`config.mk`:
```
export PLATFORM = sky130hd
export DESIGN_NAME = frame_encoder_flat
export DESIGN_NICKNAME = d
export VERILOG_FILES = /design/src/rtl/frame_pkg.sv /design/src/rtl/frame_encoder_if.sv /design/src/rtl/frame_fifo.sv /design/src/rtl/frame_encoder.sv /design/src/flat_wrapper.sv
export SDC_FILE = /design/constraint.sdc
export NUM_CORES = 1
export LEC_CHECK = 0
export ABC_AREA = 1
export CAP_MARGIN = 10
export CELL_PAD_IN_SITES_DETAIL_PLACEMENT = 1
export CELL_PAD_IN_SITES_GLOBAL_PLACEMENT = 1
export CORE_ASPECT_RATIO = 1.1
export CORE_MARGIN = 2
export CORE_UTILIZATION = 41
export CTS_BUF_LIST = sky130_fd_sc_hd__clkbuf_16
export CTS_CLUSTER_SIZE = 14
export DETAILED_ROUTE_END_ITERATION = 8
export DONT_BUFFER_PORTS = 1
export PLACE_DENSITY_LB_ADDON = 0.15
export REMOVE_ABC_BUFFERS = 1
export SLEW_MARGIN = 10
export SYNTH_ARGS = -nofsm -noshare
export SYNTH_HDL_FRONTEND = slang
export SYNTH_SLANG_ARGS = --single-unit
```
`constraint.sdc`:
```
create_clock -name clk -period 1.2 [get_ports clk]
set_input_delay 0.3 -clock clk [delete_from_list [all_inputs] [get_ports clk]]
set_output_delay 0.3 -clock clk [all_outputs]
set_load 0.01 [all_outputs]
```
`src/rtl/frame_pkg.sv`:
```
// Shared definitions for the command-frame link: field widths, FSM encodings and frame packing.
// The frame decoder on the far end of the link uses the same field widths.
package frame_pkg;

    localparam int ADDR_W  = 4;
    localparam int DATA_W  = 4;
    localparam int FRAME_W = ADDR_W + DATA_W;

    typedef enum logic {
        IN_IDLE = 1'b0,
        IN_HOLD = 1'b1
    } in_state_t;

    typedef enum logic [1:0] {
        TX_IDLE = 2'd0,
        TX_SEND = 2'd1,
        TX_BUSY = 2'd2
    } tx_state_t;

    function automatic logic [FRAME_W-1:0] pack_frame(input logic [ADDR_W-1:0] address,
                                                      input logic [DATA_W-1:0] data);
        return {address, data};
    endfunction

endpackage

```
`src/rtl/frame_encoder_if.sv`:
```
// Producer/transmitter-facing signal bundle of the frame encoder.
// The slave side is the encoder; the master side is the producer plus the byte transmitter.
interface frame_encoder_if #(
    parameter int DEPTH = 4
);
    import frame_pkg::*;

    logic [ADDR_W-1:0]       address;
    logic [DATA_W-1:0]       data;
    logic                    valid;
    logic                    ack;
    logic [FRAME_W-1:0]      frame;
    logic                    frame_valid;
    logic                    tx_busy;
    logic                    full;
    logic [$clog2(DEPTH):0]  count;

    modport master (
        output address, data, valid, tx_busy,
        input  ack, frame, frame_valid, full, count
    );

    modport slave (
        input  address, data, valid, tx_busy,
        output ack, frame, frame_valid, full, count
    );

endinterface

```
`src/rtl/frame_fifo.sv`:
```
// Synchronous frame buffer with registered full/empty/count.
// DEPTH must be a power of two (ring pointers wrap naturally) or exactly 1 (single holding register).
module frame_fifo
    import frame_pkg::*;
#(
    parameter int DEPTH = 4,
    parameter int CNT_W = $clog2(DEPTH) + 1
) (
    input  logic               clk,
    input  logic               rst,
    input  logic               push,
    input  logic               pop,
    input  logic [FRAME_W-1:0] din,
    output logic [FRAME_W-1:0] dout,
    output logic               full,
    output logic               empty,
    output logic [CNT_W-1:0]   count
);

    logic             do_push;
    logic             do_pop;
    logic [CNT_W-1:0] count_next;

    // A pop in the same cycle lets a push land even when full; the slot is reused in place.
    assign do_pop  = pop && !empty;
    assign do_push = push && (!full || do_pop);

    always_comb begin
        count_next = count;
        if (do_push && !do_pop) begin
            count_next = count + 1'b1;
        end else if (do_pop && !do_push) begin
            count_next = count - 1'b1;
        end
    end

    always_ff @(posedge clk or posedge rst) begin
        if (rst) begin
            count <= '0;
            full  <= 1'b0;
            empty <= 1'b1;
        end else begin
            count <= count_next;
            full  <= (count_next == CNT_W'(DEPTH));
            empty <= (count_next == '0);
        end
    end

    generate
        if (DEPTH == 1) begin : g_single
            logic [FRAME_W-1:0] hold;

            always_ff @(posedge clk or posedge rst) begin
                if (rst) begin
                    hold <= '0;
                end else if (do_push) begin
                    hold <= din;
                end
            end

            assign dout = hold;
        end else begin : g_ring
            localparam int PTR_W = $clog2(DEPTH);

            logic [FRAME_W-1:0] mem [DEPTH];
            logic [PTR_W-1:0]   wr_ptr;
            logic [PTR_W-1:0]   rd_ptr;

            always_ff @(posedge clk or posedge rst) begin
                if (rst) begin
                    wr_ptr <= '0;
                    rd_ptr <= '0;
                end else begin
                    if (do_push) wr_ptr <= wr_ptr + 1'b1;
                    if (do_pop)  rd_ptr <= rd_ptr + 1'b1;
                end
            end

            always_ff @(posedge clk) begin
                if (do_push) mem[wr_ptr] <= din;
            end

            assign dout = mem[rd_ptr];
        end
    endgenerate

endmodule

```
`src/rtl/frame_encoder.sv`:
```
// Packs {address,data} into command frames, buffers them and offers them to the byte transmitter.
// Build with FRAME_ENC_FIFO_EN for a DEPTH-entry buffer; otherwise a single holding register is used.
//
// state   | meaning
// IN_IDLE | waiting for valid with buffer space
// IN_HOLD | word taken, waiting for producer to drop valid
// TX_IDLE | waiting for a buffered word and an idle transmitter
// TX_SEND | frame offered, waiting for transmitter to go busy
// TX_BUSY | transmitter shifting the frame out
module frame_encoder
    import frame_pkg::*;
#(
    parameter int DEPTH = 4
) (
    input  logic            clk,
    input  logic            rst,
    frame_encoder_if.slave  bus
);

    localparam int CNT_W = $clog2(DEPTH) + 1;
`ifdef FRAME_ENC_FIFO_EN
    localparam int FIFO_DEPTH = DEPTH;
`else
    localparam int FIFO_DEPTH = 1;
`endif

    in_state_t          in_state;
    tx_state_t          tx_state;
    logic               push;
    logic               pop;
    logic               fifo_full;
    logic               fifo_empty;
    logic [CNT_W-1:0]   fifo_count;
    logic [FRAME_W-1:0] head;

    assign push = (in_state == IN_IDLE) && bus.valid && !fifo_full;
    assign pop  = (tx_state == TX_IDLE) && !fifo_empty && !bus.tx_busy;

    frame_fifo #(
        .DEPTH (FIFO_DEPTH),
        .CNT_W (CNT_W)
    ) u_fifo (
        .clk   (clk),
        .rst   (rst),
        .push  (push),
        .pop   (pop),
        .din   (pack_frame(bus.address, bus.data)),
        .dout  (head),
        .full  (fifo_full),
        .empty (fifo_empty),
        .count (fifo_count)
    );

    assign bus.full  = fifo_full;
    assign bus.count = fifo_count;

    // One word per valid assertion: IN_HOLD blocks re-acceptance until valid drops.
    always_ff @(posedge clk or posedge rst) begin
        if (rst) begin
            in_state <= IN_IDLE;
            bus.ack  <= 1'b0;
        end else begin
            case (in_state)
                IN_IDLE: begin
                    bus.ack <= push;
                    if (push) in_state <= IN_HOLD;
                end
                IN_HOLD: begin
                    bus.ack <= 1'b0;
                    if (!bus.valid) in_state <= IN_IDLE;
                end
                default: begin
                    bus.ack  <= 1'b0;
                    in_state <= IN_IDLE;
                end
            endcase
        end
    end

    always_ff @(posedge clk or posedge rst) begin
        if (rst) begin
            tx_state        <= TX_IDLE;
            bus.frame       <= '0;
            bus.frame_valid <= 1'b0;
        end else begin
            case (tx_state)
                TX_IDLE: begin
                    if (pop) begin
                        bus.frame       <= head;
                        bus.frame_valid <= 1'b1;
                        tx_state        <= TX_SEND;
                    end
                end
                TX_SEND: begin
                    if (bus.tx_busy) begin
                        bus.frame_valid <= 1'b0;
                        tx_state        <= TX_BUSY;
                    end
                end
                TX_BUSY: begin
                    if (!bus.tx_busy) tx_state <= TX_IDLE;
                end
                default: begin
                    bus.frame_valid <= 1'b0;
                    tx_state        <= TX_IDLE;
                end
            endcase
        end
    end

endmodule

```
`src/flat_wrapper.sv`:
```
// flat-port wrapper written by rule: the top's interface ports become plain ports
module frame_encoder_flat import frame_pkg::*;
#(
    parameter int DEPTH = 4
)
  (clk, rst, bus_address, bus_data, bus_valid, bus_tx_busy, bus_ack, bus_frame, bus_frame_valid, bus_full, bus_count);
  frame_encoder_if #(.DEPTH(DEPTH)) bus_i ();
  input  logic clk;
  input  logic rst;
  input wire logic [$bits(bus_i.address)-1:0] bus_address;
  input wire logic [$bits(bus_i.data)-1:0] bus_data;
  input wire logic [$bits(bus_i.valid)-1:0] bus_valid;
  input wire logic [$bits(bus_i.tx_busy)-1:0] bus_tx_busy;
  output wire logic [$bits(bus_i.ack)-1:0] bus_ack;
  output wire logic [$bits(bus_i.frame)-1:0] bus_frame;
  output wire logic [$bits(bus_i.frame_valid)-1:0] bus_frame_valid;
  output wire logic [$bits(bus_i.full)-1:0] bus_full;
  output wire logic [$bits(bus_i.count)-1:0] bus_count;
  assign bus_i.address = bus_address;
  assign bus_i.data = bus_data;
  assign bus_i.valid = bus_valid;
  assign bus_i.tx_busy = bus_tx_busy;
  assign bus_ack = bus_i.ack;
  assign bus_frame = bus_i.frame;
  assign bus_frame_valid = bus_i.frame_valid;
  assign bus_full = bus_i.full;
  assign bus_count = bus_i.count;
  frame_encoder #(.DEPTH(DEPTH)) u_core (.clk(clk), .rst(rst), .bus(bus_i));
endmodule
```
**Yosys cells after proc, flatten, opt, wreduce, memory -nomap -nowiden**

Index checks and enable logic that the tools add are counted.

- Register bits after elaboration: 26
- Input port bits: 12
- Output and inout port bits: 14
- Logic and storage cells: 51

- Add/subtract/negate cells: 2
- Eq/ne operators: 6
- Mux-type cells: 13
- Bitwise operators: 2
- Reductions and logical operators: 19

Operator list:

| cell | count |
|---|---|
| $logic_and 1x1->1 | 8 |
| $mux 2 | 3 |
| $mux 3 | 2 |
| $ne 2x2->1 const B | 3 |
| $pmux 2 s3 | 1 |
| $reduce_and 3->1 | 2 |
| $logic_not 1->1 | 5 |
| $mux 1 | 4 |
| $pmux 1 s2 | 2 |
| $add 3x1->3 const B | 1 |
| $eq 3x1->1 const B | 1 |
| $logic_not 3->1 | 1 |
| $pmux 1 s3 | 1 |
| $sub 3x1->3 const B | 1 |
| $eq 2x1->1 const B | 1 |
| $eq 2x2->1 const B | 1 |
| $logic_not 2->1 | 1 |
| $not 1->1 | 2 |
| $reduce_and 2->1 | 1 |
| $logic_or 1x1->1 | 1 |

**Depth between registers and ports, before layout**

Gate-level depths: netlist of run 1.

- Word-level depth: 11
- Gate-level depth with buffers: 9
- Gate-level depth less buffers: 9

**Cells and area by module**

From an unflattened synthesis of run 1, not the netlist that was laid out.

- Cells, all modules: 120
- Area, all modules: 1142.3 µm²

Modules (own cells, without submodules):

| module | times used | cells an instance | area an instance (µm²) | seq. area each (µm²) |
|---|---|---|---|---|
| frame_fifo | 1 | 63 | 606.8 | 326.6 |
| frame_encoder | 1 | 57 | 535.5 | 325.3 |

**Least setup slack after synthesis of run 1**

Ideal clock, no wire load.

- Path type: register to register
- From: reg u_core.u_fifo.count[0]
- To: reg u_core.u_fifo.empty
- Library setup time: 0.067 ns
- Arrival time: 1.198 ns
- Required time: 1.133 ns
- Path slack: -0.065 ns
- Stages on the path, launching flop included: 8
- Buffers on the path: 0
- Clock period less this slack: 1.265 ns
- Cells stage by stage: dfrtp_1 > inv_1 > ha_1 > nand3_1 > nand2_1 > nor2_2 > nand2_1 > nor2_1

- Word-level cells in the longest chain between the ends: 4
- Elaborated cells between the ends (all ways): 5
- Classes of those cells: add/sub: 2; mux: 2; reduce/logical: 1

RTL lines:

| what | RTL line | text |
|---|---|---|
| start, declared | frame_fifo.sv:17 | `output logic [CNT_W-1:0] count` |
| start signal, assigned | frame_fifo.sv:43 | `count <= count_next;` |
| $sub 3x1->3 | frame_fifo.sv:33 | `count_next = count - 1'b1;` |
| $mux 3 | frame_fifo.sv:32 | `end else if (do_pop && !do_push) begin` |
| $mux 3 (*) | frame_fifo.sv:30 | `if (do_push && !do_pop) begin` |
| $logic_not 3->1 (*) | frame_fifo.sv:45 | `empty <= (count_next == '0);` |
| end signal, assigned | frame_fifo.sv:45 |  |
| end, declared | frame_fifo.sv:16 | `output logic empty,` |

Mark *: on every way between the ends. The rest lies on a longest branch, timed or not.
A chain may end at the register's enable or synchronous reset.

**Worst setup path after layout of run 1**

- From: reg u_core.u_fifo.empty
- To: reg u_core.u_fifo.full

- Word-level cells in the longest chain between the ends: 11
- Elaborated cells between the ends (all ways): 13
- Classes of those cells: eq/ne: 1; mux: 2; reduce/logical: 10

RTL lines:

| what | RTL line | text |
|---|---|---|
| $logic_not 1->1 (*) | frame_fifo.sv:25, frame_encoder.sv:37 |  |
| $logic_and 1x1->1 (2 in a row) | frame_encoder.sv:37 | `assign pop = (tx_state == TX_IDLE) && !fifo_empty && !bus.tx_busy;` |
| $logic_and 1x1->1 (*) | frame_fifo.sv:25 | `assign do_pop = pop && !empty;` |
| $logic_or 1x1->1 | frame_fifo.sv:26 | `assign do_push = push && (!full \|\| do_pop);` |
| $logic_and 1x1->1 | frame_fifo.sv:26 |  |
| $logic_not 1->1 | frame_fifo.sv:32 |  |
| $logic_and 1x1->1 | frame_fifo.sv:32 |  |
| $mux 3 | frame_fifo.sv:32 |  |
| $mux 3 (*) | frame_fifo.sv:30 |  |
| $eq 3x1->1 (*) | frame_fifo.sv:44 | `full <= (count_next == CNT_W'(DEPTH));` |
| end signal, assigned | frame_fifo.sv:44 |  |
| end, declared | frame_fifo.sv:15 | `output logic full,` |

Marks and branches as above.

==> results of run 1 <==
-- worst reg2reg max path: cells and delay by family, from the launching register on --
family | cells | cell delay, ns
DFF | 1 | 0.55
and+or+nand+nor | 8 | 0.78
-- where the power goes --
part           switching [mW]  internal [mW]
sequential              0.365           1.29
combinational           0.996           1.08
clock                   0.302          0.446
-- metal layers --
metal / track usage (%) / wire [um]
met1: 21.99 / 1164
met2: 33.67 / 1529
met3: 2.250 / 95
met4: 8.214 / 37
met5: 0 / 0
-- flip-flops by register name, summed over array words and instances (netlist names) --
signal	cells
u_core.u_fifo.count	3
u_core.u_fifo.empty	1
u_core.bus.frame_valid	1
u_core.tx_state	2
u_core.in_state	1
u_core.u_fifo.dout	8
u_core.bus.frame	8
u_core.bus.ack	1
u_core.u_fifo.full	1
-- layout make-up --
type	instances	area [um^2]	area share (%)
multi-input combinational	76	523.0	32.94
tap	33	41.29	2.600
clock buffer	3	75.07	4.728
inverter	12	45.04	2.837
clock inverter	1	3.754	0.2364
sequential	26	651.9	41.06
timing repair buffer	25	247.7	15.60
-- path summary, 6_finish.rpt --
path                                  startpoint               endpoint  slack [ns]  cells past startpoint
max                          u_core.u_fifo.empty     u_core.u_fifo.full       -0.19                      8
max in group asynchronous                    rst    u_core.u_fifo.empty        0.37                      3
min reg2reg                u_core.u_fifo.dout[6]  u_core.u_fifo.dout[6]        0.48                      2
min                               bus_address[3]  u_core.u_fifo.dout[7]        0.14                      2
max reg2reg                  u_core.u_fifo.empty     u_core.u_fifo.full       -0.19                      8
min in group asynchronous                    rst    u_core.bus.frame[0]        0.54                      3
-- timing repair --
action / CTS / global route
setup endpoints to repair: 13 / 23
buffers inserted: 7 / 2
pin swaps: 8 / 4
hold endpoints to repair: 12 / 0
hold buffers: 1 / 0
resized for setup: 16 / 22
-- metrics by stage --
| stage | util (%) | setup slack [ns] | area (um^2) | TNS (ns) | power [mW] |
|---|---|---|---|---|---|
| floorplan | - | -0.06664 | 1150 | -0.1617 | 2.623 |
| global placement | 48.81 | -0.06959 | 1331 | -0.5192 | 3.211 |
| detailed placement | 48.81 | -0.1305 | 1331 | -0.7849 | 3.323 |
| CTS | 55.96 | -0.1287 | 1526 | -0.8519 | 4.374 |
| global route | 58.21 | -0.2442 | 1588 | -1.914 | 4.767 |
| finish | 58.21 | -0.1868 | 1588 | -1.021 | 4.485 |
-- cell usage after synthesis --
cell type,n
dfrtp_1,25
nand3b_1,1
buf_6,1
nand3_1,6
mux2_4,7
buf_2,1
inv_1,12
ha_1,2
nand2_1,41
dfstp_2,1
nor2_1,3
nand3_2,2
nor2_4,3
nand2_2,2
o21ai_0,3
nor2_2,2
nand2_4,1
a21oi_1,3
-- cell usage in the layout, fill, tap and decap left out --
master | Yosys | routed
buf_12 | 0 | 1
nor2_4 | 3 | 4
nand2_1 | 41 | 26
nand2_4 | 1 | 3
ha_1 | 2 | 2
nand3_2 | 2 | 1
dlygate4sd3_1 | 0 | 1
o21ai_2 | 0 | 2
nand3_4 | 0 | 1
nand3_1 | 6 | 6
mux2_4 | 7 | 7
nor2_2 | 2 | 2
buf_6 | 1 | 10
nand3b_1 | 1 | 1
inv_2 | 0 | 1
a21oi_1 | 3 | 3
dfrtp_1 | 25 | 25
clkbuf_16 | 0 | 3
buf_4 | 0 | 12
dfstp_2 | 1 | 1
o21ai_0 | 3 | 1
nor2_1 | 3 | 2
nand2_2 | 2 | 15
buf_8 | 0 | 1
inv_1 | 12 | 12
-- kinds of logic (layout without fill, tap and decap cells) --
logic type,Yosys count,after routing,synth area share [%]
AOI/OAI and AO/OA,6,6,2.574
adders and majority gates,2,2,2.146
buffers and inverters,14,41,5.257
DFF,26,26,55.90
muxes,7,7,9.013
and+or+nand+nor,61,61,25.11
==> flow_metrics.env, run 1 <==
export IMPL_die_h_um=59.94
export IMPL_max_freq_mhz=721.1
export IMPL_n_fill_cell=297
export IMPL_dieWidth_um=54.85
export IMPL_drt_initial_drc_count=18
export IMPL_cts_buffers=3
export IMPL_start_kind="flip-flop"
export IMPL_hold_viol=0
export IMPL_syn_inst=116
export IMPL_ys_types=18
export IMPL_antenna_found_initial=0
export IMPL_ys_seq_elements=26
export IMPL_fp_row_count=20
export IMPL_ys_seq_area_share_pct=55.90
export IMPL_grt_overflow_total=0
export IMPL_vias=869
export IMPL_core_area_um2=2728
export IMPL_post_dp_hpwl_um=1838
export IMPL_clk_latency_ns=0.26
export IMPL_yosys_warnings=0
export IMPL_worst_slack_ns=-0.1868
export IMPL_final_cells=176
export IMPL_cp_required_ns=1.39
export IMPL_rsz0062_at_grt="yes"
export IMPL_grt_max_degree=27
export IMPL_start_util_pct=42.75
export IMPL_setup_violations=13
export IMPL_critical_path_top_delay_family="simple AND/OR/NAND/NOR gates"
export IMPL_ant_nets=0
export IMPL_synth_area_top_cells="dfrtp_1 54%, nand2_1 13%, mux2_4 9.0%, inv_1 3.9%, nor2_4 2.9%"
export IMPL_drive_gt1_share_pct=44.76
export IMPL_nets=158
export IMPL_synth_top_area_share_pct=53.65
export IMPL_viasPerCell=4.938
export IMPL_path_clk_slew_ns=0.07
export IMPL_grt_use_total_pct=18.87
export IMPL_antenna_cells=0
export IMPL_hp_class="in2reg"
export IMPL_clockBufferDepth=2
export IMPL_end_kind="flip-flop"
export IMPL_htree_levels=1
export IMPL_cp_arrival_ns=1.57
export IMPL_crit_path_cell_trace="nor2_4, nand2_4, nand2_2, nand2_4, nor2_2, nor2_2, nand2_1, nor2_1"
export IMPL_power_density_nw_per_um2=2825
export IMPL_clock_skew_ns=0.001251
export IMPL_worst_path_max_fanout=7
export IMPL_area_delta_synth_final_pct=36.16
export IMPL_dp_cells=164
export IMPL_layout_worst_path_cycle_share_pct=115.6
export IMPL_io_pins=26
export IMPL_drc=0
export IMPL_grt_pass1_vias=969
export IMPL_tightest_slew_ns=0.3382
export IMPL_path_class="reg2reg"
export IMPL_grt_pass1_wl_um=4388
export IMPL_dieArea_um2=3287
export IMPL_max_slew_margin_pct=77.45
export IMPL_slowest_delay_ns=0.55
export IMPL_avgSynthCellArea_um2=10.05
export IMPL_gp_congestion=0.7108
export IMPL_cts_root_buf="clkbuf_16"
export IMPL_cts_sink_count=26
export IMPL_wirelength_um=2826
export IMPL_status="complete, but fails checks"
export IMPL_cap_violations=0
export IMPL_cts_tree="done"
export IMPL_p_leak_nw=0.8353
export IMPL_first_pass_iters=4
export IMPL_cp_buffers_inverters=0
export IMPL_syn_area_um2=1166
export IMPL_cpMaxStageDelayCell="dfstp_2"
export IMPL_yosysTopAreaCell="dfrtp_1"
export IMPL_port_buffers=0
export IMPL_wire_per_inst_um=16.06
export IMPL_layout_min_cycle_time_ns=1.387
export IMPL_slew_viol_final=0
export IMPL_hold_ws_ns=0.1401
export IMPL_vdd_drop_max_mv=1.310
export IMPL_violations="negative setup slack"
(Power assumes the default switching activity.)
==> run 2, diff against run 1 <==
--- a/config.mk
+++ b/config.mk
@@ -6,16 +6,16 @@
 export NUM_CORES = 1
 export LEC_CHECK = 0
 export ABC_AREA = 1
+export BUFFER_PORTS_ARGS = -buffer_cell sky130_fd_sc_hd__buf_4
 export CAP_MARGIN = 10
 export CELL_PAD_IN_SITES_DETAIL_PLACEMENT = 1
 export CELL_PAD_IN_SITES_GLOBAL_PLACEMENT = 1
 export CORE_ASPECT_RATIO = 1.1
 export CORE_MARGIN = 2
-export CORE_UTILIZATION = 41
+export CORE_UTILIZATION = 36
 export CTS_BUF_LIST = sky130_fd_sc_hd__clkbuf_16
 export CTS_CLUSTER_SIZE = 14
 export DETAILED_ROUTE_END_ITERATION = 8
-export DONT_BUFFER_PORTS = 1
 export PLACE_DENSITY_LB_ADDON = 0.15
 export REMOVE_ABC_BUFFERS = 1
 export SLEW_MARGIN = 10
==> run 2 against run 1 <==
The flow still finishes with violations (negative setup slack); core utilization decreased by 3.5 points; critical path depth increased by 1; via count increased by 9.3%; non-clock buffer count increased by 23; design area increased by 5.9%; worst setup slack improved by 0.074 ns; combinational power increased by 7%; sequential cell count unchanged; critical path type unchanged; critical endpoint is now u_core.u_fifo.empty; highest routed layer unchanged.
==> flow_metrics.env, run 2 (synthesized netlist as in run 1, its figures left out) <==
export IMPL_path_class="reg2reg"
export IMPL_grt_pass1_vias=1048
export IMPL_grt_overflow_total=0
export IMPL_layout_worst_path_cycle_share_pct=109.4
export IMPL_cp_required_ns=1.40
export IMPL_critical_path_top_delay_family="simple AND/OR/NAND/NOR gates"
export IMPL_tightest_slew_ns=0.3399
export IMPL_power_switching_mw=1.572
export IMPL_cts_root_buf="clkbuf_16"
export IMPL_timing_rr_start="u_core.in_state"
export IMPL_ant_nets=0
export IMPL_port_buffers=25
export IMPL_post_dp_hpwl_um=1965
export IMPL_start_kind="flip-flop"
export IMPL_clk_latency_ns=0.26
export IMPL_viasPerCell=4.750
export IMPL_end_kind="flip-flop"
export IMPL_layout_min_cycle_time_ns=1.313
export IMPL_antenna_found_initial=0
export IMPL_antenna_cells=0
export IMPL_clock_power_share_pct=16.3
export IMPL_grt_pass1_wl_um=4754
export IMPL_endpoint="u_core.u_fifo.empty"
export IMPL_cts_sink_count=26
export IMPL_internal_power_mw=2.948
export IMPL_max_freq_mhz=761.8
export IMPL_gp_congestion=0.8075
export IMPL_power_share_combinational_pct=49.4
export IMPL_fin_area_um2=1682
export IMPL_first_pass_iters=4
export IMPL_clock_skew_ns=0.002340
export IMPL_hold_viol=0
export IMPL_worst_slack_ns=-0.1127
export IMPL_final_common_cell="buf_4"
export IMPL_dp_slack_ns=-0.1315
export IMPL_drt_initial_drc_count=24
export IMPL_cts_buffers=3
export IMPL_swShare_pct=34.78
export IMPL_cap_violations=0
export IMPL_power_frac_seq_pct=34.3
export IMPL_n_fill_cell=356
export IMPL_rr_endpoint="u_core.u_fifo.empty"
export IMPL_die_h_um=63.69
export IMPL_dieArea_um2=3711
export IMPL_reg2reg_depth=9
export IMPL_status="complete, but fails checks"
export IMPL_cp_buffers_inverters=1
export IMPL_core_area_um2=3074
export IMPL_max_slew_margin_pct=77.34
export IMPL_power_density_nw_per_um2=2688
export IMPL_worst_path_max_fanout=7
export IMPL_rsz0062_at_grt="yes"
export IMPL_path_clk_slew_ns=0.06
export IMPL_cts_tree="done"
export IMPL_nets=181
export IMPL_drive_gt1_share_pct=45.18
export IMPL_post_dp_cell_area_um2=1493
export IMPL_ff_latch_area_um2=651.9
export IMPL_slew_viol_final=0
export IMPL_slowest_delay_ns=0.39
export IMPL_setup_violations=12
export IMPL_multiInputGateArea_um2=480.5
export IMPL_start_util_pct=37.93
export IMPL_wire_per_inst_um=13.69
export IMPL_area_delta_synth_final_pct=44.21
export IMPL_dieWidth_um=58.27
export IMPL_cp_num_cells=9
export IMPL_fp_row_count=21
export IMPL_hold_buffers=0
export IMPL_hp_class="in2async"
export IMPL_clockBufferDepth=2
export IMPL_drc=0
export IMPL_hold_ws_ns=0.09471
export IMPL_p_leak_nw=0.9216
export IMPL_final_cell_mix="42 x buf_4, 38 x nand2_1, 25 x dfrtp_1, 11 x inv_1, 7 x mux2_4"
export IMPL_grt_max_degree=27
export IMPL_crit_path_cell_trace="inv_2, nand2_4, nor2_4, nand2_2, nand2_2, nor2_2, nor2_2, nand2_1, nor2_1"
export IMPL_htree_levels=1
export IMPL_vias=950
export IMPL_crit_path_start="u_core.in_state"
export IMPL_vdd_drop_max_mv=1.498
export IMPL_cpMaxStageDelayCell="dfrtp_1"
export IMPL_io_pins=26
export IMPL_cp_arrival_ns=1.51
export IMPL_grt_use_total_pct=17.09
export IMPL_reg2reg_slack_ns=-0.11
export IMPL_wirelength_um=2737
export IMPL_violations="negative setup slack"
run 2: area by class of cell:
class                           instances  share of cell area (%)
Timing Repair Buffer                   48                   22.77
Clock inverter                          1                  0.2232
Multi-Input combinational cell         76                   28.57
Clock buffer                            3                   4.464
Inverter                               12                   2.679
Sequential cell                        26                   38.76
Tap cell                               34                   2.530
run 2: worst min-delay path by stage:
stage / start / endpoint / slack [ns]
2_1_floorplan: rst / u_core.bus.ack / 0.34
3_3_place_gp: rst / u_core.bus.frame[7] / 0.38
3_5_place_dp: rst / u_core.bus.frame[1] / 0.39
4_1_cts: rst / u_core.u_fifo.count[0] / 0.11
5_1_grt: rst / u_core.bus.frame[1] / 0.12
6_report: rst / u_core.bus.frame[1] / 0.09
run 2: tightest hold or removal path, cell delays in order:
cell and delay [ns]:
buf_4 0.11, inv_1 0.04, buf_4 0.31
run 2: what timing repair did:
item | CTS | global route
setup endpoints to repair | 13 | 21
setup buffers | 6 | 3
pin swaps | 3 | 10
resized for setup | 9 | 5
run 2: metrics by stage:
| step | setup TNS [ns] | power, mW | util, % | cells |
|---|---|---|---|---|
| floorplan | -0.1617 | 2.623 | - | 114 |
| global placement | -0.6688 | 3.458 | 48.56 | 188 |
| detailed placement | -0.8432 | 3.532 | 48.56 | 188 |
| CTS | -0.6337 | 4.482 | 53.48 | 198 |
| global route | -1.629 | 4.907 | 54.70 | 200 |
| finish | -0.6174 | 4.520 | 54.70 | 200 |
run 2: metal layers:
metal  track usage (%)  up-vias  wire length, um
met3             3.285        6               95
met1             20.16      463             1135
met5                 0        -                0
met4             7.849        0               63
li1                  -      462                -
met2             29.21       19             1442
run 2: power groups by stage:
stage | combinational, mW | clock, mW | sequential [mW]
final | 2.23 | 0.738 | 1.55
after CTS | 2.16 | 0.762 | 1.56
after global placement | 1.92 | 0 | 1.54
after global routing | 2.50 | 0.804 | 1.61
after detailed placement | 1.96 | 0 | 1.57
after floorplan | 0.989 | 0 | 1.63
==> run 3, diff against run 2 <==
--- a/config.mk
+++ b/config.mk
@@ -10,7 +10,7 @@
 export CAP_MARGIN = 10
 export CELL_PAD_IN_SITES_DETAIL_PLACEMENT = 1
 export CELL_PAD_IN_SITES_GLOBAL_PLACEMENT = 1
-export CORE_ASPECT_RATIO = 1.1
+export CORE_ASPECT_RATIO = 1.25
 export CORE_MARGIN = 2
 export CORE_UTILIZATION = 36
 export CTS_BUF_LIST = sky130_fd_sc_hd__clkbuf_16
==> run 3 against run 2 <==
Critical path depth decreased by 1; via count increased by 0.53%; sequential share of layout area decreased by 1.7 points; the flow finishes with violations (negative hold slack, negative setup slack); critical path type unchanged; first-iteration DRC count decreased by 54%.
==> flow_metrics.env, run 3 (synthesized netlist as in run 1, its figures left out) <==
export IMPL_antenna_found_initial=0
export IMPL_antenna_cells=0
export IMPL_clock_power_share_pct=15.6
export IMPL_fp_row_count=23
export IMPL_max_slew_margin_pct=78.16
export IMPL_post_dp_cell_area_um2=1531
export IMPL_tightest_slew_ns=0.3272
export IMPL_timing_rr_start="u_core.in_state"
export IMPL_post_dp_hpwl_um=2115
export IMPL_worst_slack_ns=-0.1292
export IMPL_slew_viol_final=0
export IMPL_first_pass_iters=4
export IMPL_cp_required_ns=1.35
export IMPL_dieArea_um2=3713
export IMPL_rr_endpoint="u_core.u_fifo.count[0]"
export IMPL_start_kind="flip-flop"
export IMPL_cp_arrival_ns=1.48
export IMPL_drt_initial_drc_count=11
export IMPL_cts_sink_count=26
export IMPL_core_area_um2=3166
export IMPL_dieWidth_um=54.91
export IMPL_hold_buffers=0
export IMPL_clockBufferDepth=2
export IMPL_ant_nets=0
export IMPL_final_cell_mix="42 x buf_4, 36 x nand2_1, 25 x dfrtp_1, 10 x inv_1"
export IMPL_p_leak_nw=0.9429
export IMPL_gp_congestion=0.7874
export IMPL_fin_area_um2=1759
export IMPL_power_share_combinational_pct=51.7
export IMPL_cap_violations=0
export IMPL_nets=183
export IMPL_reg2reg_depth=8
export IMPL_crit_path_start="u_core.in_state"
export IMPL_cts_tree="done"
export IMPL_cpMaxStageDelayCell="dfrtp_1"
export IMPL_die_h_um=67.63
export IMPL_start_util_pct=36.84
export IMPL_power_switching_mw=1.682
export IMPL_area_delta_synth_final_pct=50.86
export IMPL_power_frac_seq_pct=32.7
export IMPL_wirelength_um=2830
export IMPL_hp_class="in2async"
export IMPL_internal_power_mw=3.085
export IMPL_drive_gt1_share_pct=50.60
export IMPL_cp_num_cells=8
export IMPL_grt_pass1_wl_um=4436
export IMPL_reg2reg_slack_ns=-0.13
export IMPL_swShare_pct=35.29
export IMPL_vdd_drop_max_mv=1.238
export IMPL_viasPerCell=4.659
export IMPL_power_density_nw_per_um2=2710
export IMPL_slowest_delay_ns=0.40
export IMPL_n_fill_cell=367
export IMPL_cp_buffers_inverters=3
export IMPL_wire_per_inst_um=13.80
export IMPL_critical_path_top_delay_family="simple AND/OR/NAND/NOR gates"
export IMPL_clock_skew_ns=0.002680
export IMPL_max_freq_mhz=752.3
export IMPL_end_kind="flip-flop"
export IMPL_crit_top_cell="nand2_2"
export IMPL_hold_ws_ns=-0.005301
export IMPL_drc=0
export IMPL_worst_path_max_fanout=6
export IMPL_endpoint="u_core.u_fifo.count[0]"
export IMPL_status="complete, but fails checks"
export IMPL_path_class="reg2reg"
export IMPL_clk_latency_ns=0.26
export IMPL_cts_buffers=3
export IMPL_htree_levels=1
export IMPL_grt_use_total_pct=17.12
export IMPL_io_pins=26
export IMPL_grt_overflow_total=0
export IMPL_setup_violations=22
export IMPL_cts_root_buf="clkbuf_16"
export IMPL_layout_min_cycle_time_ns=1.329
export IMPL_final_common_cell="buf_4"
export IMPL_port_buffers=25
export IMPL_vias=955
export IMPL_violations="negative hold slack, negative setup slack"
export IMPL_hold_viol=4
export IMPL_grt_pass1_vias=960
export IMPL_crit_path_cell_trace="inv_2, nand2_2, nor2_4, nand2_4, buf_6, nand3_4, nand2_2, buf_4"
export IMPL_layout_worst_path_cycle_share_pct=110.8
export IMPL_path_clk_slew_ns=0.06
export IMPL_grt_max_degree=16
export IMPL_rsz0062_at_grt="yes"
## run 3: area by class of cell
class | instances | area (um^2) | share of cell area, %
multi-input combinational | 76 | 523.0 | 29.73
tap | 37 | 46.29 | 2.632
inverter | 12 | 45.04 | 2.560
clock inverter | 1 | 3.754 | 0.2134
timing repair buffer | 50 | 414.1 | 23.54
clock buffer | 3 | 75.07 | 4.267
sequential | 26 | 651.9 | 37.06
## run 3: worst reg2reg max path, cell delays in order, from the launching register on
cell and delay [ns]:
dfrtp_1 0.40, inv_2 0.07, nand2_2 0.06, nor2_4 0.21, nand2_4 0.09, buf_6 0.14, nand3_4 0.07, nand2_2 0.06
buf_4 0.13
## run 3: layer usage
layer	global-route usage (%)	wire length, um	part of all wire [%]
met4	7.317	46	1.6
met1	21.29	1133	40
met5	0	0	0
met2	28.72	1566	55
met3	2.655	84	3.0
## run 3: power groups by stage
stage	combinational (mW)	clock [mW]	sequential (mW)
floorplan	0.989	0	1.63
global placement	1.95	0	1.54
detailed placement	2.03	0	1.57
CTS	2.19	0.760	1.56
global route	2.72	0.802	1.62
finish	2.46	0.742	1.56
## run 3: worst min-delay path by stage
| stage | start | endpoint | depth (start not counted) | slack (ns) |
|---|---|---|---|---|
| finish | rst | u_core.tx_state[1] | 2 | -0.005 |
| global route | rst | u_core.tx_state[0] | 2 | 0.01 |
| CTS | rst | u_core.tx_state[0] | 2 | 0.0002 |
| detailed placement | rst | u_core.tx_state[0] | 2 | 0.28 |
| global placement | rst | u_core.tx_state[0] | 2 | 0.28 |
| floorplan | rst | u_core.bus.ack | 1 | 0.34 |
## run 3: what timing repair did
| item | 4_1_cts | 5_1_grt |
|---|---|---|
| setup buffers | 3 | 4 |
| resized for setup | 9 | 18 |
| endpoints found under the setup margin | 15 | 24 |
| pin swaps | 9 | 10 |
## run 3: stage by stage
stage	util [%]	worst slack (ns)	power [mW]	std cells	TNS [ns]
after floorplan	-	-0.06664	2.623	114	-0.1617
after global placement	48.38	-0.1196	3.494	194	-0.6044
final	55.57	-0.1292	4.767	205	-1.155
after detailed placement	48.38	-0.1330	3.595	194	-0.8934
after global routing	55.57	-0.2070	5.139	205	-2.681
after CTS	52.73	-0.1056	4.512	201	-0.7250
